==> config.mk <==
export PLATFORM = sky130hd
export DESIGN_NAME = alphabet_set_multiplier
export DESIGN_NICKNAME = d
export VERILOG_FILES = /design/src/rtl/alphabet_set_multiplier.sv
export SDC_FILE = /design/constraint.sdc
export NUM_CORES = 1
export LEC_CHECK = 0
export ABC_AREA = 0
export CAP_MARGIN = 20
export CORE_MARGIN = 1
export CORE_UTILIZATION = 34
export CTS_CLUSTER_SIZE = 12
export DETAILED_ROUTE_END_ITERATION = 8
export GPL_ROUTABILITY_DRIVEN = 0
export PLACE_DENSITY = 0.65
export SLEW_MARGIN = 20
export SYNTH_ARGS = -nofsm -noshare
export SYNTH_HDL_FRONTEND = slang
export SYNTH_SLANG_ARGS = --single-unit
==> constraint.sdc <==
create_clock -name clk -period 3.4 [get_ports clk]
set_input_delay 0.68 -clock clk [delete_from_list [all_inputs] [get_ports clk]]
set_output_delay 0.68 -clock clk [all_outputs]
set_load 0.02 [all_outputs]
==> src/rtl/alphabet_set_multiplier.sv <==
// Nibble-serial approximate multiplier: precomputes the {1x,3x,5x,7x} alphabet bank of A,
// then accumulates one shifted bank entry per multiplier nibble using external sel/sl codes.
module alphabet_set_multiplier #(
    parameter int LOG2_WIDTH        = 3,
    parameter int WIDTH             = 2 ** LOG2_WIDTH,
    parameter int LOG2_NIBBLE_WIDTH = 2,
    parameter int NIBBLE_WIDTH      = 2 ** LOG2_NIBBLE_WIDTH,
    parameter int NUM_NIBBLES       = WIDTH / NIBBLE_WIDTH
) (
    input  logic                         clk,
    input  logic                         rst,
    input  logic                         in_valid,
    output logic                         in_ready,
    input  logic [WIDTH-1:0]             multiplicand,
    input  logic [WIDTH-1:0]             multiplier,
    output logic [NIBBLE_WIDTH-1:0]      nibble,
    input  logic [LOG2_NIBBLE_WIDTH-1:0] sel,
    input  logic [LOG2_NIBBLE_WIDTH-1:0] sl,
    output logic                         out_valid,
    input  logic                         out_ready,
    output logic [2*WIDTH-1:0]           product
);

    localparam int BANK_W = WIDTH + 3;
    localparam int PROD_W = 2 * WIDTH;
    localparam int IDX_W  = (NUM_NIBBLES > 1) ? $clog2(NUM_NIBBLES) : 1;
    localparam int SH_W   = LOG2_WIDTH + 2;

    // Handshakes: a transfer happens at a rising edge where valid and ready are both high;
    // valid-side data is held stable until that edge.
    typedef enum logic [1:0] {IDLE, PRECOMP, ACCUM, DONE} state_t;

    state_t              state_q, state_d;
    logic [WIDTH-1:0]    a_q, a_d;
    logic [WIDTH-1:0]    b_q, b_d;
    logic [BANK_W-1:0]   bank_q [4];
    logic [BANK_W-1:0]   bank_d [4];
    logic [PROD_W-1:0]   acc_q, acc_d;
    logic [IDX_W-1:0]    idx_q, idx_d;

    logic [SH_W-1:0]         nib_shift;
    logic [SH_W-1:0]         shamt;
    logic [NIBBLE_WIDTH-1:0] nibble_cur;
    logic [PROD_W-1:0]       bank_ext;
    logic [PROD_W-1:0]       pp;
    logic [BANK_W-1:0]       a_ext;

    always_ff @(posedge clk or posedge rst) begin
        if (rst) begin
            state_q <= IDLE;
            a_q     <= '0;
            b_q     <= '0;
            acc_q   <= '0;
            idx_q   <= '0;
            for (int i = 0; i < 4; i++) bank_q[i] <= '0;
        end else begin
            state_q <= state_d;
            a_q     <= a_d;
            b_q     <= b_d;
            acc_q   <= acc_d;
            idx_q   <= idx_d;
            for (int i = 0; i < 4; i++) bank_q[i] <= bank_d[i];
        end
    end

    // The decoder maps a zero nibble to 1x<<0, so the partial product is forced to zero.
    always_comb begin
        nib_shift  = SH_W'(idx_q) << LOG2_NIBBLE_WIDTH;
        shamt      = SH_W'(sl) + nib_shift;
        nibble_cur = NIBBLE_WIDTH'(b_q >> nib_shift);
        bank_ext   = PROD_W'(bank_q[sel]);
        pp         = (nibble_cur == '0) ? '0 : (bank_ext << shamt);
        a_ext      = BANK_W'(a_q);
    end

    always_comb begin
        state_d = state_q;
        a_d     = a_q;
        b_d     = b_q;
        acc_d   = acc_q;
        idx_d   = idx_q;
        for (int i = 0; i < 4; i++) bank_d[i] = bank_q[i];
        case (state_q)
            IDLE: begin
                if (in_valid) begin
                    a_d     = multiplicand;
                    b_d     = multiplier;
                    acc_d   = '0;
                    idx_d   = '0;
                    state_d = PRECOMP;
                end
            end
            PRECOMP: begin
                bank_d[0] = a_ext;
                bank_d[1] = (a_ext << 1) + a_ext;
                bank_d[2] = (a_ext << 2) + a_ext;
                bank_d[3] = (a_ext << 3) - a_ext;
                state_d   = ACCUM;
            end
            ACCUM: begin
                acc_d = acc_q + pp;
                if (idx_q == IDX_W'(NUM_NIBBLES - 1)) begin
                    idx_d   = '0;
                    state_d = DONE;
                end else begin
                    idx_d = idx_q + IDX_W'(1);
                end
            end
            DONE: begin
                if (out_ready) state_d = IDLE;
            end
            default: state_d = IDLE;
        endcase
    end

    always_comb begin
        in_ready  = (state_q == IDLE) && !rst;
        out_valid = (state_q == DONE);
        product   = (state_q == DONE) ? acc_q : '0;
        nibble    = (state_q == ACCUM) ? nibble_cur : '0;
    end

endmodule
== After elaboration in Yosys (flattened, before gate mapping) ==
Cells that the tools add are included.

* Input port bits: 24
* Bits in registers: 76

* Add/subtract/negate cells: 6
* Mux-type cells: 15
* Eq/ne operators: 6
* Reduce and logical (&&, ||, !) cells: 8
* Order comparisons: 1
* Bitwise logic cells: 1
* Shifts and indexed selects: 2

{| class="wikitable"
|+ Operator list
! kind !! count
|-
| $mux 16 || 3
|-
| $pmux 16 s2 || 1
|-
| $bmux 11 s2 || 1
|-
| $mux 11 || 2
|-
| $add 16x16->16 || 1
|-
| $shl 11x4->16 || 1
|-
| $add 10x8->11 || 1
|-
| $sub 11x8->11 || 1
|-
| $add 9x8->10 || 1
|-
| $pmux 2 s4 || 1
|-
| $shr 8x3->4 || 1
|-
| $mux 2 || 3
|-
| $add 2x3->4 || 1
|-
| $eq 2x2->1 const B || 2
|-
| $logic_not 4->1 || 1
|-
| $mux 4 || 1
|-
| $ne 2x2->1 const B || 2
|-
| $reduce_and 2->1 || 2
|-
| $ge 3x3->1 const B || 1
|-
| $not 2->3 || 1
|-
| $reduce_and 3->1 || 1
|-
| $eq 2x1->1 const B || 1
|-
| $logic_not 2->1 || 1
|-
| $mux 1 || 2
|-
| other kinds (6) || 6
|}

== Longest topological paths before layout ==
* Word-level depth: 8
* Depth in mapped cells: 16
* Gate-level depth less buffers: 15

== Least setup slack after synthesis ==
Ideal clock, no wire load.

* Path type: input -> register
* Start point: in sel[1]
* End point: reg acc_q[15]
* Data arrival time: 3.628 ns
* Setup slack: -0.310 ns
* Stages on the path: 14
* Buffers on the path: 1
* Setup time: 0.082 ns
* Cells stage by stage: buf_4 -> mux4_2 -> o21ai_1 -> nor2_1 -> a21oi_1 -> o22ai_1 -> ha_1 -> a21o_1 -> a221o_1 -> a211o_1 -> a221oi_2 -> xor2_1 -> a21oi_1 -> o22ai_1

* Cells in the longest elaborated chain, start to end: 8

{| class="wikitable"
|+ RTL lines
! what !! line !! source
|-
| start: declaration || 17 || <nowiki>input logic [LOG2_NIBBLE_WIDTH-1:0] sel,</nowiki>
|-
| $not 2->3 (implied by the code) || 71 || <nowiki>bank_ext = PROD_W'(bank_q[sel]);</nowiki>
|-
| $bmux 11 s2 || 71 ||
|-
| $mux 11 (implied by the code) (2 in series) || 71 ||
|-
| $shl 11x4->16 || 72 || <nowiki>pp = (nibble_cur == '0) ? '0 : (bank_ext << shamt);</nowiki>
|-
| $mux 16 || 72 ||
|-
| $add 16x16->16 || 101 || <nowiki>acc_d = acc_q + pp;</nowiki>
|-
| $pmux 16 s2 || 83 || <nowiki>case (state_q)</nowiki>
|-
| end signal: assignment || 53 || <nowiki>acc_q <= '0;</nowiki>
|-
| end signal: assignment || 60 || <nowiki>acc_q <= acc_d;</nowiki>
|-
| end: declaration || 38 || <nowiki>logic [PROD_W-1:0] acc_q, acc_d;</nowiki>
|}

No other way between the ends. The select of a mux whose other input is x is not followed.
A chain may end at the register's enable or synchronous reset.

== Final worst setup path ==
* Start point: in sel[0]
* End point: reg acc_q[15]

Same word-level chain as after synthesis.

==> flow_summary_export.csv <==
group,metric,value,unit
finish,final_cell_mix,"70 x dfrtp_1, 55 x buf_4, 51 x nand2_1, 42 x clkdlybuf4s50_1, 38 x ha_1",
pwr,power_density,1070,nW/um^2
cts,clk_latency,0.34,ns
floorplan,dieHeight,122,um
critical_path,critPathRequiredTime,3.66,ns
cts,cts_tree,"built",
cts,htree_num_levels,3,
timing,slew_violations,0,
finish,antennaDiodeCount,0,
floorplan,design.die.area,14800,um^2
yosys,synth_nets,567,
yosys,synth.distinct_cells,55,
finish,area_growth_syn_to_layout,32.8,%
place,pre_cts_ws,-0.831,ns
worst_hold_path,min-delay-start,"bank_q[17]",
floorplan,io_pins,46,
timing,fin_crit_sh,1.01,
routing,finalWirelength,11300,um
yosys,yosysWarnings,0,
critical_path,path_class,"in2reg",
yosys,async_flop_share,1.00,
finish,drive_gt1_frac,0.246,
timing,rsz0062_at_grt,"true",
yosys,synth_area_leader_cell,"dfrtp_1",
timing,fin_skew,0.0102,ns
finish,seq_area,1750,um^2
yosys,ys_seq_area_frac,0.361,
floorplan,core,13900,um^2
cts,cts_inserted_buffers,9,
cts,clk_path_buf_depth,2,
timing,finalSetupViolCount,1,
critical_path,arrival,3.69,ns
finish,fin_nets,665,
finish,final_util,0.463,
cts,clk_pin_slew,0.06,ns
grt,grt-ovfl-total,0,
worst_hold_path,hold_class,"reg2reg",
pwr,ir_drop,382,uV
yosys,synth_top_cells_by_area,"dfrtp_1 36%, ha_1 11%, mux2_2 7.0%",
timing,worst_slew_pin_slew,0.887,ns
routing,drc_errors,0,
critical_path,cp_max_fo,4,
routing,viasPerCell,5.11,
timing,fmax,0.291,GHz
yosys,synth_ff_type,"dfrtp_1",
cts,cts_sinks,70,
timing,slew_headroom,0.397,
yosys,netlist.area_leader.share,0.361,
yosys,syn_inst,499,
timing,fin_setup_tns,-0.0378,ns
critical_path,startpoint_type,"primary input",
yosys,syn_area,4860,um^2
cts,cts_hold_buffers,0,
routing,antenna_left,0,
run_status,violations,"negative setup slack",
timing,hold_viol_final,0,
routing,drt_iter0_drc,148,
critical_path,critPathLaunch,"sel[0]",
finish,final_common_cell,"dfrtp_1",
critical_path,r2r_start,"bank_q[8]",
place,placement.io_buffers,45,
grt,track_usage,0.165,
grt,antenna_found_initial,0,
floorplan,die_x,122,um
timing,setup_ws,-0.0378,ns
critical_path,crit_path_end_kind,"register",
grt,grt_pass1_vias,4029,
yosys,ys_seq_elements,70,
floorplan,start_util,0.349,
cts,cts_root_buf,"clkbuf_16",
pwr,p_leak,0.00296,uW
finish,multi_input_area,3060,um^2
routing,avgRoutedWirePerCell,14.5,um
timing,fin_crit,3.44,ns
grt,grt_pass1_wl,19100,um
finish,nFillCells,1287,
yosys,post_synth.cell_area_avg,9.73,um^2
routing,dr.pass1.iters,4,
routing,via_count,3999,
flow_run,max_cap_viol_count,0,
yosys,synth-edff-count,0,
grt,grt_max_degree,71,
run_status,status,"complete, but fails checks",
place,hpwl,8390,um
floorplan,rows,43,
==> critical path, stage by stage <==
cell	delay, ns
buf_6	0.11
buf_6	0.12
mux2i_2	0.14
mux4_2	0.47
mux2_4	0.29
o22ai_4	0.19
ha_4	0.23
and2_4	0.16
a221o_1	0.33
a211o_1	0.28
a221oi_2	0.26
xor2_1	0.20
a21oi_1	0.09
o22ai_1	0.14
==> path summary, 6_finish.rpt <==
check                        endpoint  slack (ns)  cells after the start
hold reg to reg            bank_q[17]        0.49                      1
setup / recovery            acc_q[15]       -0.04                     14
setup reg to reg            acc_q[15]        0.09                     15
hold / removal             bank_q[17]        0.49                      1
max in group asynchronous   bank_q[9]        2.33                      3
min in group asynchronous      b_q[4]        0.77                      3
==> state kept, by name, summed over array words and instances, names as in the netlist <==
signal,flops
b_q,8
a_q,8
state_q,2
bank_q,35
acc_q,16
idx_q,1
==> stage by stage <==
| step | cell area (um^2) | std cells | power, uW | hold slack, ns |
|---|---|---|---|---|
| finish | 6450 | 782 | 6880 | 0.495 |
| global route | 6450 | 782 | 7490 | 0.508 |
| CTS | 6350 | 781 | 6760 | 0.504 |
| detailed placement | 5860 | 752 | 5570 | 0.490 |
| global placement | 5860 | 752 | 5420 | 0.461 |
| floorplan | 4870 | 499 | 4390 | 0.446 |
==> logic make-up after synthesis <==
group           share of synthesized area
compound gates                      0.156
buf+inv                            0.0386
mux                                 0.144
fa+ha+maj                           0.118
simple gates                        0.132
xor+xnor                           0.0505
flops                               0.361
==> power breakdown <==
part / leakage, uW / switching, uW / internal (uW)
clock network: 0.000162 / 357 / 682
logic: 0.00195 / 2040 / 2130
registers: 0.000848 / 421 / 1260
total: 0.00296 / 2820 / 4060
==> Yosys cell counts (all sizes together), types with 6 or more instances <==
master   n
dfrtp   70
nand2   53
ha      41
mux2    37
o21ai   32
a21oi   29
inv     28
nor2    25
and2    18
xnor2   17
a21o    15
clkbuf  14
mux2i   12
nor2b   11
xor2    11
nor3     9
o22ai    8
mux4     7
nand3    6
==> layout make-up <==
cell class	count	share of cell area
repair buffers	105	0.150
clock buffers	11	0.0392
multi-input cells	382	0.474
flip-flops and latches	70	0.272
well taps	180	0.0349
inverters	29	0.0177
clock inverters	5	0.0126
==> routing by layer <==
| layer | up-vias | track usage | wire [um] |
|---|---|---|---|
| met1 | 1920 | 0.202 | 4860 |
| met3 | 21 | 0.0343 | 397 |
| met4 | 0 | 0.0710 | 299 |
| met2 | 78 | 0.281 | 5780 |
| met5 | - | 0 | 0 |
| li1 | 1980 | - | - |
==> what timing repair did <==
action | 4_1_cts | 5_1_grt
setup buffers | 12 | 1
resized for setup | 27 | 21
pin swaps | 14 | 16
endpoints found under the setup margin | 9 | 7
cloned | 1 | 0
Power figures use the tool's default switching activity.
